**config.mk**
```make
export PLATFORM = sky130hd
export DESIGN_NAME = simt_alu_sequencer
export DESIGN_NICKNAME = d
export VERILOG_FILES = /design/src/rtl/simt_alu_pkg.sv /design/src/rtl/alu2.sv /design/src/rtl/lane_picker.sv /design/src/rtl/simt_alu_sequencer.sv
export SDC_FILE = /design/constraint.sdc
export NUM_CORES = 2
export LEC_CHECK = 0
export CAP_MARGIN = 20
export CORE_MARGIN = 3
export CORE_UTILIZATION = 54
export CTS_BUF_LIST = sky130_fd_sc_hd__clkbuf_4
export CTS_CLUSTER_SIZE = 30
export DETAILED_ROUTE_END_ITERATION = 8
export HOLD_SLACK_MARGIN = 0.02
export PLACE_DENSITY = 0.8
export SLEW_MARGIN = 20
export SYNTH_ARGS = -nofsm -noshare
export SYNTH_HDL_FRONTEND = slang
export SYNTH_SLANG_ARGS = --single-unit
```
**constraint.sdc**
```tcl
create_clock -name clk -period 8.8 [get_ports clk]
set_clock_uncertainty 0.05 [all_clocks]
set_input_delay 1.76 -clock clk [delete_from_list [all_inputs] [get_ports clk]]
set_output_delay 1.76 -clock clk [all_outputs]
set_load 0.005 [all_outputs]
```
**src/rtl/simt_alu_pkg.sv**
```systemverilog
// Shared types and ALU function codes for the TinySIMT ALU sequencer.
package simt_alu_pkg;

    typedef enum logic [1:0] {S_IDLE, S_EXEC, S_DONE} seq_state_t;

    localparam logic [3:0] ALU_ADD = 4'b0010;
    localparam logic [3:0] ALU_SUB = 4'b0110;
    localparam logic [3:0] ALU_AND = 4'b0000;
    localparam logic [3:0] ALU_OR  = 4'b0001;
    localparam logic [3:0] ALU_SLT = 4'b0111;
    localparam logic [3:0] ALU_MUL = 4'b1000;

endpackage

```
**src/rtl/alu2.sv**
```systemverilog
// 32-bit ALU: f[3] selects multiply, f[2] inverts b (+1), f[1:0] picks and/or/sum/slt.
module alu2 (
    input  logic [31:0] a,
    input  logic [31:0] b,
    input  logic [3:0]  f,
    output logic [31:0] y,
    output logic        zero,
    output logic        cout
);

    logic [31:0] bb;
    logic [32:0] sum;
    logic [31:0] prod;
    logic        lt;

    assign bb   = f[2] ? ~b : b;
    assign sum  = {1'b0, a} + {1'b0, bb} + {32'b0, f[2]};
    assign prod = a * b;
    // Signed compare: differing signs decide directly, otherwise the difference sign does.
    assign lt   = (a[31] != b[31]) ? a[31] : sum[31];

    always_comb begin
        y = '0;
        if (f[3]) begin
            y = prod;
        end else begin
            case (f[1:0])
                2'b00:   y = a & bb;
                2'b01:   y = a | bb;
                2'b10:   y = sum[31:0];
                default: y = {31'b0, lt};
            endcase
        end
    end

    assign zero = (y == 32'b0);
    assign cout = !f[3] && f[1] && sum[32];

endmodule

```
**src/rtl/lane_picker.sv**
```systemverilog
// Finds the lowest set mask bit at or above (incl=1) / strictly above (incl=0) a lane index.
module lane_picker #(
    parameter int LANES = 4,
    parameter int LW    = 2
) (
    input  logic [LANES-1:0] mask,
    input  logic [LW-1:0]    from,
    input  logic             incl,
    output logic             found,
    output logic [LW-1:0]    lane
);

    always_comb begin
        found = 1'b0;
        lane  = '0;
        // Scan downward so the lowest qualifying lane is the last one written.
        for (int i = LANES - 1; i >= 0; i--) begin
            if (mask[i] && ((i > int'(from)) || (incl && (i == int'(from))))) begin
                found = 1'b1;
                lane  = LW'(i);
            end
        end
    end

endmodule

```
**src/rtl/simt_alu_sequencer.sv**
```systemverilog
// Time-shares one alu2 across the active lanes of a warp op and returns the gathered results.
module simt_alu_sequencer
    import simt_alu_pkg::*;
#(
    parameter int LANES      = 4,
    parameter int MUL_CYCLES = 3
) (
    input  logic                  clk,
    input  logic                  reset,
    input  logic                  issue_valid,
    output logic                  issue_ready,
    input  logic [3:0]            issue_f,
    input  logic [LANES-1:0]      issue_mask,
    input  logic [32*LANES-1:0]   issue_a,
    input  logic [32*LANES-1:0]   issue_b,
    output logic                  res_valid,
    input  logic                  res_ready,
    output logic [32*LANES-1:0]   res_y,
    output logic [LANES-1:0]      res_zero,
    output logic [LANES-1:0]      res_cout,
    output logic                  busy
);

    localparam int LW = (LANES > 1) ? $clog2(LANES) : 1;
    localparam int CW = (MUL_CYCLES > 1) ? $clog2(MUL_CYCLES) : 1;
    localparam logic [CW-1:0] CYC_LAST = CW'(MUL_CYCLES - 1);

    seq_state_t                 state, state_n;
    logic [3:0]                 f_q;
    logic [LANES-1:0]           mask_q;
    logic [LANES-1:0][31:0]     a_q, b_q, y_q;
    logic [LANES-1:0]           zero_q, cout_q;
    logic [LW-1:0]              cur;
    logic [CW-1:0]              cyc;

    logic                       hs, last;
    logic [LANES-1:0]           pick_mask;
    logic [LW-1:0]              pick_from, pick_lane;
    logic                       pick_incl, pick_found;
    logic [31:0]                alu_y;
    logic                       alu_zero, alu_cout;

    assign hs   = issue_valid && (state == S_IDLE);
    assign last = !f_q[3] || (cyc == CYC_LAST);

    // One picker serves both the first-lane search at issue and the next-lane search in EXEC.
    always_comb begin
        pick_mask = mask_q;
        pick_from = cur;
        pick_incl = 1'b0;
        if (state == S_IDLE) begin
            pick_mask = issue_mask;
            pick_from = '0;
            pick_incl = 1'b1;
        end
    end

    lane_picker #(.LANES(LANES), .LW(LW)) u_pick (
        .mask  (pick_mask),
        .from  (pick_from),
        .incl  (pick_incl),
        .found (pick_found),
        .lane  (pick_lane)
    );

    alu2 u_alu (
        .a    (a_q[cur]),
        .b    (b_q[cur]),
        .f    (f_q),
        .y    (alu_y),
        .zero (alu_zero),
        .cout (alu_cout)
    );

    always_comb begin
        state_n = state;
        case (state)
            S_IDLE:  if (hs) state_n = (issue_mask == '0) ? S_DONE : S_EXEC;
            S_EXEC:  if (last && !pick_found) state_n = S_DONE;
            S_DONE:  if (res_ready) state_n = S_IDLE;
            default: state_n = S_IDLE;
        endcase
    end

    always_ff @(posedge clk) begin
        if (reset) begin
            state  <= S_IDLE;
            f_q    <= '0;
            mask_q <= '0;
            a_q    <= '0;
            b_q    <= '0;
            y_q    <= '0;
            zero_q <= '0;
            cout_q <= '0;
            cur    <= '0;
            cyc    <= '0;
        end else begin
            state <= state_n;
            case (state)
                S_IDLE: begin
                    if (hs) begin
                        f_q    <= issue_f;
                        mask_q <= issue_mask;
                        a_q    <= issue_a;
                        b_q    <= issue_b;
                        y_q    <= '0;
                        zero_q <= '0;
                        cout_q <= '0;
                        cur    <= pick_lane;
                        cyc    <= '0;
                    end
                end
                S_EXEC: begin
                    if (last) begin
                        y_q[cur]    <= alu_y;
                        zero_q[cur] <= alu_zero;
                        cout_q[cur] <= alu_cout;
                        cyc         <= '0;
                        if (pick_found) cur <= pick_lane;
                    end else begin
                        cyc <= cyc + CW'(1);
                    end
                end
                default: ;
            endcase
        end
    end

    assign issue_ready = (state == S_IDLE);
    assign res_valid   = (state == S_DONE);
    assign busy        = (state != S_IDLE);
    assign res_y       = y_q;
    assign res_zero    = zero_q;
    assign res_cout    = cout_q;

endmodule
```
==> metrics.cfg <==
[run_status]
status = completed

[layout]
drive_gt1_share_pct = 13.9
nFillCells = 4863
layout.area.seq_um2 = 8120
final_area_um2 = 44100
syn_to_final_growth_pct = 25.5
multiInputGateArea_um2 = 24900
nets = 5627

[setup_path]
slowest_stage = mux4_2
critPathMaxFanout = 11
critPathArrivalTime_ns = 9.38
r2r_slack_ns = 0.1
start_kind = register
critPathKind = register to register
cp_data_required_time_ns = 9.48
cp-end-kind = register
cp_common_cell = fa_1
cpPeakStageDelay_ns = 0.69

[place]
detailed_place_hpwl_um = 97000
io_buffer_count = 406
gp_congestion = 1.01
dpl_cell_area_um2 = 41000

[logic_synthesis]
synth_top_family_by_area = adder cells
synth_compound_area_share_pct = 12.9
ys_top_cells_by_area = fa_1 (23%), dfxtp_1 (23%), nand2_1 (9.1%)
yosys.area_share.simple_pct = 17.1
synthDistinctLibCells = 79
synthAdderAreaFrac_pct = 30.0
yosysSeqAreaShare_pct = 23.1
synth_nets = 5075
synth_xor_area_share_pct = 3.36
synth_ff_type = dfxtp_1
yosys.area.top_type_share_pct = 23.3
synth_common_cells = nand2_1 (855), inv_1 (458), nor2_1 (447), fa_1 (409), dfxtp_1 (405)
synth.mux.area_fraction_pct = 5.49
synthCells = 4210
synth_area_leader_cell = fa_1
avgSynthCellArea_um2 = 8.34
synth_edf_count = 0
synth_area_um2 = 35100
yosys_warnings = 0
async_reset_ff_share_pct = 0
synthMostInstantiatedCell = nand2_1
ys_seq_elements = 405

[floorplan]
core_um2 = 63700
die_area_um2 = 68100
die_y_um = 261
io_pins = 407
start_util_pct = 55.2
die-width_um = 261
rows = 92

[global_routing]
grtUsageTotal_pct = 36.1
grt_pass1_wl_um = 188000
grt_pass1_vias = 32782
antenna_found_initial = 9
grt_max_degree = 220
grt_overflow_total = 0

[sta]
period_share_pct = 98.9
hold_viol_final = 0
fin_tns_setup_ns = 0
drv_slew = 0
tightest_slew_ns = 1.15
grt_setup_unrepaired = true
fmax_ghz = 0.115
maxSlewHeadroom_pct = 22.9
post-route-min-period_ns = 8.70
setup_viol = 0

[clocking]
clk_pin_slew_ns = 0.08
ctsRootBufferMaster = clkbuf_4
htree_levels = 3
clock_sinks = 405
clockBufferDepth = 3
insertion_delay_ns = 0.86
cts_tree = yes
holdBufCountCts = 0
cts_inserted_buffers = 97

[power]
p_comb_share_pct = 61.5
p_sw_mw = 4.18
p_seq_share_pct = 21.5
p_clk_share_pct = 17.0
p_int_mw = 5.17
p_leak_nw = 18.8
vdd_drop_max_mv = 0.231
swShare_pct = 44.7
p_per_area_nw_per_um2 = 212

[routing]
routed-via-count = 33428
drt_iter0_drc = 3825
post_drt_via_cell_ratio = 5.88
drc = 0
ant_nets = 0
wl_per_cell_um = 22.6
dr.pass1.iters = 8
routed_wl_um = 128000

[flow_run]
maxCapViolations = 0

[worst_hold_path]
min_path_type = register to register

worst paths after layout:
path	cells after the start	to	startpoint
setup / recovery	28	res_zero[1]	cur[1]
hold / removal	2	f_q[2]	f_q[2]
setup reg to reg	28	res_zero[1]	cur[1]
hold reg to reg	2	f_q[2]	f_q[2]
critical path: cells and delay by family (launching register included):
family	cells	cell delay [ns]
simple gates	6	1.45
flops	1	0.47
compound gates	3	0.54
fa+ha+maj	9	4.11
mux	1	0.69
buf+inv	8	0.96
xor+xnor	1	0.26
sequential cells by signal, summed over array words and instances, names as in the netlist:
register	count
cyc	2
res_cout	4
res_zero	4
res_y	128
b_q	128
state	2
a_q	128
f_q	4
cur	2
mask_q	3
cells by family after synthesis:
group                    after synthesis
AO/OA/AOI/OAI                        732
XOR/XNOR                             133
adder cells (fa/ha/maj)              598
buffers and inverters                722
flip-flops                           405
multiplexers                         133
AND/OR/NAND/NOR                     1487
power by group through the flow:
stage	sequential [mW]	clock, mW	combinational [mW]
after global routing	2.02	1.70	6.15
after CTS	2.01	1.59	5.03
after global placement	2.05	0	4.91
after detailed placement	2.05	0	4.97
final	2.01	1.59	5.76
after floorplan	2.02	0	3.02
placed cells by master (no fill, tap or decap), types with 61 or more instances in the layout:
master	Yosys	routed
a21oi_1	344	337
inv_1	458	448
clkbuf_4	0	140
nand2_1	855	852
a22oi_1	133	132
and2_1	64	63
dfxtp_1	405	401
ha_1	188	177
xor2_1	63	61
clkdlybuf4s50_1	0	405
xnor2_1	69	65
nor2_1	447	439
buf_4	9	231
fa_1	409	395
what timing repair did:
| item | CTS | global route |
|---|---|---|
| endpoints found under the setup margin | 4 | 13 |
| cloned | 0 | 9 |
| pin swaps | 3 | 55 |
| resized for setup | 8 | 174 |
| buffers inserted | 0 | 98 |
cell type report:
| class | instances | area share [%] |
|---|---|---|
| clock buffers | 140 | 2.38 |
| multi-input cells | 3083 | 56.5 |
| repair buffers | 706 | 15.8 |
| inverters | 469 | 4.06 |
| flip-flops and latches | 405 | 18.4 |
| well taps | 846 | 2.40 |
| diodes | 8 | 0.0454 |
| clock inverters | 26 | 0.440 |
metrics by stage:
step / worst slack, ns / hold WS (ns) / utilization [%] / cells / total power [mW]
floorplan: 0.00512 / 0.382 / - / 4210 / 5.04
global placement: -0.0149 / 0.388 / 64.4 / 5404 / 6.95
detailed placement: -0.174 / 0.392 / 64.4 / 5404 / 7.02
CTS: 0.00527 / 0.401 / 66.4 / 5570 / 8.63
global route: -0.0778 / 0.418 / 69.2 / 5678 / 9.86
finish: 0.0979 / 0.402 / 69.2 / 5683 / 9.36
per-layer routing:
| layer | share of wire (%) | global-route usage [%] |
|---|---|---|
| met1 | 37 | 46.7 |
| met2 | 46 | 57.1 |
| met3 | 12 | 9.50 |
| met4 | 5.3 | 16.4 |
| met5 | 0.065 | 0 |
Power figures use the tool's default switching activity.
